File: src/rtl/ps2_key_decoder.sv
// ============================================================================
// Module   : ps2_key_decoder
// Purpose  : PS/2 keyboard receiver and TurfWars key-code mapper (CLOCK_50).
//            Optional macro PS2_PARITY_CHECK_EN enables odd-parity rejection.
// Revision : 1.0  initial release
// ============================================================================
`default_nettype none

module ps2_key_decoder #(
    parameter int         TIMEOUT_CYCLES = 50000,
    parameter logic [4:0] IDLE_CODE      = 5'd31
) (
    input  logic       CLOCK_50,
    input  logic       reset,
    input  logic       PS2_CLK,
    input  logic       PS2_DAT,
    output logic [4:0] KEY_PRESSED,
    output logic       key_valid,
    output logic       frame_error
);

    typedef enum logic [1:0] {
        ST_IDLE  = 2'd0,
        ST_SHIFT = 2'd1,
        ST_CHECK = 2'd2
    } rx_state_t;

    localparam logic [16:0] C_TMO_LAST  = 17'(TIMEOUT_CYCLES - 1);
    localparam logic [3:0]  C_STOP_BIT  = 4'd9;
    localparam logic [3:0]  C_BITCNT_MAX = 4'd10;
    localparam logic [7:0]  C_PFX_EXT   = 8'hE0;
    localparam logic [7:0]  C_PFX_BRK   = 8'hF0;

    rx_state_t   state_q, state_d;
    logic        clk_s1_q, clk_s1_d, clk_s2_q, clk_s2_d, clk_prev_q, clk_prev_d;
    logic        dat_s1_q, dat_s1_d, dat_s2_q, dat_s2_d;
    logic [3:0]  bitcnt_q, bitcnt_d;
    logic [9:0]  shreg_q, shreg_d;
    logic [16:0] tmo_q, tmo_d;
    logic        byte_rdy_q, byte_rdy_d;
    logic [7:0]  byte_q, byte_d;
    logic        bad_q, bad_d;
    logic        ext_q, ext_d, brk_q, brk_d;
    logic [4:0]  key_q, key_d;
    logic        key_valid_q, key_valid_d;
    logic        frame_error_q, frame_error_d;

    logic        w_fall;
    logic        w_frame_ok;
    logic        w_tmo_err;
    logic        w_map_hit;
    logic [4:0]  w_map_code;

    assign w_fall = clk_prev_q & ~clk_s2_q;

`ifdef PS2_PARITY_CHECK_EN
    assign w_frame_ok = shreg_q[9] & (^shreg_q[8:0]);
`else
    assign w_frame_ok = shreg_q[9];
`endif

    // Receiver: synchroniser, deframing FSM and mid-frame timeout
    always_comb begin
        clk_s1_d   = PS2_CLK;
        clk_s2_d   = clk_s1_q;
        clk_prev_d = clk_s2_q;
        dat_s1_d   = PS2_DAT;
        dat_s2_d   = dat_s1_q;
        state_d    = state_q;
        bitcnt_d   = bitcnt_q;
        shreg_d    = shreg_q;
        tmo_d      = tmo_q;
        byte_rdy_d = 1'b0;
        byte_d     = byte_q;
        bad_d      = 1'b0;
        w_tmo_err  = 1'b0;
        case (state_q)
            ST_IDLE: begin
                tmo_d = '0;
                if (w_fall && !dat_s2_q) begin
                    state_d  = ST_SHIFT;
                    bitcnt_d = '0;
                end
            end
            ST_SHIFT: begin
                if (w_fall) begin
                    shreg_d  = {dat_s2_q, shreg_q[9:1]};
                    tmo_d    = '0;
                    bitcnt_d = (bitcnt_q == C_BITCNT_MAX) ? C_BITCNT_MAX : bitcnt_q + 4'd1;
                    if (bitcnt_q == C_STOP_BIT) begin
                        state_d = ST_CHECK;
                    end
                end else if (tmo_q == C_TMO_LAST) begin
                    state_d   = ST_IDLE;
                    tmo_d     = '0;
                    w_tmo_err = 1'b1;
                end else begin
                    tmo_d = tmo_q + 17'd1;
                end
            end
            ST_CHECK: begin
                state_d = ST_IDLE;
                if (w_frame_ok) begin
                    byte_rdy_d = 1'b1;
                    byte_d     = shreg_q[7:0];
                end else begin
                    bad_d = 1'b1;
                end
            end
            default: state_d = ST_IDLE;
        endcase
    end

    // Make-code table; the extended flag is part of the lookup key
    always_comb begin
        w_map_hit  = 1'b1;
        w_map_code = '0;
        case ({ext_q, byte_q})
            9'h01D: w_map_code = 5'd0;
            9'h01B: w_map_code = 5'd1;
            9'h01C: w_map_code = 5'd2;
            9'h023: w_map_code = 5'd3;
            9'h02C: w_map_code = 5'd4;
            9'h034: w_map_code = 5'd5;
            9'h02B: w_map_code = 5'd6;
            9'h033: w_map_code = 5'd7;
            9'h043: w_map_code = 5'd8;
            9'h042: w_map_code = 5'd9;
            9'h03B: w_map_code = 5'd10;
            9'h04B: w_map_code = 5'd11;
            9'h175: w_map_code = 5'd12;
            9'h172: w_map_code = 5'd13;
            9'h16B: w_map_code = 5'd14;
            9'h174: w_map_code = 5'd15;
            9'h029: w_map_code = 5'd16;
            default: w_map_hit = 1'b0;
        endcase
    end

    always_comb begin
        ext_d         = ext_q;
        brk_d         = brk_q;
        key_d         = key_q;
        key_valid_d   = 1'b0;
        frame_error_d = bad_q | w_tmo_err;
        if (byte_rdy_q) begin
            if (byte_q == C_PFX_EXT) begin
                ext_d = 1'b1;
            end else if (byte_q == C_PFX_BRK) begin
                brk_d = 1'b1;
            end else begin
                ext_d = 1'b0;
                brk_d = 1'b0;
                if (w_map_hit) begin
                    if (brk_q) begin
                        // A break only releases the key currently shown
                        if (key_q == w_map_code) begin
                            key_d = IDLE_CODE;
                        end
                    end else begin
                        key_d       = w_map_code;
                        key_valid_d = 1'b1;
                    end
                end
            end
        end
    end

    always_ff @(posedge CLOCK_50 or posedge reset) begin
        if (reset) begin
            clk_s1_q      <= 1'b1;
            clk_s2_q      <= 1'b1;
            clk_prev_q    <= 1'b1;
            dat_s1_q      <= 1'b1;
            dat_s2_q      <= 1'b1;
            state_q       <= ST_IDLE;
            bitcnt_q      <= '0;
            shreg_q       <= '0;
            tmo_q         <= '0;
            byte_rdy_q    <= 1'b0;
            byte_q        <= '0;
            bad_q         <= 1'b0;
            ext_q         <= 1'b0;
            brk_q         <= 1'b0;
            key_q         <= IDLE_CODE;
            key_valid_q   <= 1'b0;
            frame_error_q <= 1'b0;
        end else begin
            clk_s1_q      <= clk_s1_d;
            clk_s2_q      <= clk_s2_d;
            clk_prev_q    <= clk_prev_d;
            dat_s1_q      <= dat_s1_d;
            dat_s2_q      <= dat_s2_d;
            state_q       <= state_d;
            bitcnt_q      <= bitcnt_d;
            shreg_q       <= shreg_d;
            tmo_q         <= tmo_d;
            byte_rdy_q    <= byte_rdy_d;
            byte_q        <= byte_d;
            bad_q         <= bad_d;
            ext_q         <= ext_d;
            brk_q         <= brk_d;
            key_q         <= key_d;
            key_valid_q   <= key_valid_d;
            frame_error_q <= frame_error_d;
        end
    end

    assign KEY_PRESSED = key_q;
    assign key_valid   = key_valid_q;
    assign frame_error = frame_error_q;

endmodule

`default_nettype wire

File: config.mk
export PLATFORM = sky130hd
export DESIGN_NAME = ps2_key_decoder
export DESIGN_NICKNAME = d
export VERILOG_FILES = /design/src/rtl/ps2_key_decoder.sv
export SDC_FILE = /design/constraint.sdc
export NUM_CORES = 1
export LEC_CHECK = 0
export ABC_AREA = 1
export CORE_MARGIN = 2
export CORE_UTILIZATION = 55
export CTS_CLUSTER_SIZE = 25
export DETAILED_ROUTE_END_ITERATION = 16
export PLACE_DENSITY = 0.83
export SETUP_SLACK_MARGIN = 0.15
export SLEW_MARGIN = 15
export SYNTH_ARGS = -nofsm -noshare
export SYNTH_HDL_FRONTEND = slang
export SYNTH_SLANG_ARGS = --single-unit
File: constraint.sdc
create_clock -name CLOCK_50 -period 2.7 [get_ports CLOCK_50]
set_clock_uncertainty 0.15 [all_clocks]
set_input_delay 0.675 -clock CLOCK_50 [delete_from_list [all_inputs] [get_ports CLOCK_50]]
set_output_delay 0.675 -clock CLOCK_50 [all_outputs]
set_load 0.02 [all_outputs]
==> reports/metrics.cfg <==
[detailed_routing]
wl_per_cell_um = 12.1
drt_pre_antenna_iters = 6
vias = 2632
drc = 0
drt_wl_total_um = 6060
drt_iter0_drc = 159
antenna_left = 0
vias_per_cell = 5.26

[power_and_ir_drop]
leakage_nw = 1.68
comb_power_share = 0.103
p_int_mw = 1.58
seq_power_share = 0.468
p_switching_uw = 565
p_sw_frac = 0.263
pwr_density_cell_mw_per_mm2 = 614
vdd_drop_max_uv = 515
clockPowerShare = 0.429
power_mw = 2.15

[place]
dpl.cell_count = 484
dpl.hpwl_um = 4400
io_buffers = 10
preCtsSetupSlack_ps = 736
finalWeightedCongestion = 0.948

[die]
core_mm2 = 0.00544
chipHeight_um = 78.7
core.rowCount = 27
start_util = 0.565
dieArea_mm2 = 0.00620
io_pins = 11
die_w_um = 78.7

[worst_setup_path]
crit_type = reg2out
critPathTopFamily = buffers and inverters
r2r_slack_ps = 710
worstPathMaxFanout = 4
crit_chain = clkdlybuf4s50_1
crit_required_ps = 1880
end_kind = output port
cp_data_arrival_time_ps = 1510
critPathMaxStageDelay_ps = 600
cpMaxStageDelayCell = clkdlybuf4s50_1
critPathBufInv = 1
critical_path.startpoint_type = flop

[finish]
drive_gt1_frac = 0.131
diodes = 0
stdcell_count = 500
layout_common_cells = nand2_1 (91), inv_1 (55), dfrtp_1 (47)
layout_commonest_cell = nand2_1
layout.nets = 431
areaGrowthSynthToFinish_pct = 13.9

[logic_synthesis]
synth-xor-area-share = 0.0228
yosysSeqAreaShare = 0.468
synth_compound_area_frac = 0.0864
yosysUniqueCellTypes = 31
synth_top_area_cell = dfrtp_1
ys_top_cells_by_area = dfrtp_1 (38%), nand2_1 (11%), dfstp_2 (8.6%)
syn_inst = 405
synthMuxAreaShare = 0
synthAdderAreaFrac = 0.0163
syn_nets = 413
synth-seq-cells = 57
yosys.area_share.simple = 0.325
synth_top_family_by_area = simple AND/OR/NAND/NOR gates
yosysTopAreaCellShare = 0.383
syn_area_mm2 = 0.00307
synth.avg_cell_area_um2 = 7.58
ys_warn_count = 0

[global_route]
grt_pass1_wl_um = 11100
grt_pass1_vias = 2661
gr-usage-all-layers = 0.228
grt_max_degree = 41
antenna_found_initial = 0
grt_overflow = 0

[sta]
setup_viol = 0
fin_crit_sh = 0.863
tns_ps = 0
fin_ws_ps = 370
timing.slew.headroom = 0.477
whs_ps = 210
worst_pin_slew_ps = 781
slew_viol_final = 0
hold_viol_final = 0
period_minus_slack_ps = 2330
max_freq_mhz = 429
rsz0062_at_grt = false

[cts]
cts_buffer_depth = 2
htreeDepth = 3
clk_pin_slew_worst_paths_ps = 70
cts-buffers-inserted = 9
clock-root-buffer = clkbuf_8
clkLatencyLatePin_ps = 350
ctsResizeCount = 0
clock-sinks = 57
cts_tree = done
holdBufCountCts = 0
cts_setup_buffers = 0

[worst_hold_path]
hold_path.class = reg2reg

[run]
drv_cap = 0

[outcome]
outcome = complete, no violations

-- kinds of logic after synthesis --
| family | Yosys count |
|---|---|
| adder cells (fa/ha/maj) | 4 |
| AO/OA/AOI/OAI | 50 |
| flip-flops | 57 |
| AND/OR/NAND/NOR | 220 |
| buffers and inverters | 66 |
| XOR/XNOR | 8 |
-- layout make-up --
| cell class | instances | area (um2) |
|---|---|---|
| clock buffer | 11 | 151 |
| inverter | 61 | 229 |
| sequential | 57 | 1440 |
| timing repair buffer | 12 | 128 |
| clock inverter | 5 | 77.6 |
| multi-input combinational | 282 | 1380 |
| tap | 72 | 90.1 |
| fill | 430 | 1940 |
-- path summary, 6_finish.rpt --
path                                       startpoint                         end  cells past startpoint
hold / removal                     dat_s1_q$_DFF_PP1_          dat_s2_q$_DFF_PP1_                      0
max in group asynchronous                       reset          dat_s1_q$_DFF_PP1_                      3
min in group asynchronous                       reset        tmo_q[8]$_DFFE_PP0P_                      2
setup / recovery           KEY_PRESSED[0]$_DFFE_PP1P_              KEY_PRESSED[0]                      1
hold reg to reg                    dat_s1_q$_DFF_PP1_          dat_s2_q$_DFF_PP1_                      0
setup reg to reg                byte_q[1]$_DFFE_PP0P_  KEY_PRESSED[0]$_DFFE_PP1P_                     14
-- power by group through the flow --
stage                     combinational (mW)  clock, mW  sequential [mW]
after CTS                              0.223      0.935             1.01
after floorplan                        0.162          0             1.01
after global routing                   0.262      0.966             1.02
after global placement                 0.207          0             1.02
final                                  0.221      0.921             1.01
after detailed placement               0.220          0             1.02
-- synthesized netlist by cell type (all sizes together) --
cell type / count
and3: 1
ha: 4
a21oi: 11
o31ai: 1
xnor2: 3
dfrtp: 47
or2: 1
o22ai: 2
nor4: 5
buf: 1
nand2: 97
nor3b: 1
nor2: 53
dfstp: 10
clkbuf: 4
nand3b: 2
nand4: 5
inv: 61
xor2: 5
nor3: 11
nand3: 44
o21ai: 34
o2bb2ai: 1
o211ai: 1
-- sequential cells by signal (all words and copies together) (netlist names) --
name,flops
bitcnt_q,4
dat_s2_q,1
byte_q,8
brk_q,1
dat_s1_q,1
key_valid,1
shreg_q,10
frame_error,1
tmo_q,17
clk_s1_q,1
state_q,2
ext_q,1
clk_prev_q,1
byte_rdy_q,1
bad_q,1
KEY_PRESSED,5
clk_prev_d,1
-- metal layers --
metal  GRT usage  routed length, um
met1       0.283               2800
met2       0.370               2900
met3      0.0625                239
met4       0.107                127
met5           0                  0
-- through the flow --
stage,util,cell area [um2]
global placement,0.601,3270
finish,0.643,3500
CTS,0.643,3500
global route,0.643,3500
detailed placement,0.601,3270
floorplan,-,3070
Power figures use the tool's default switching activity.
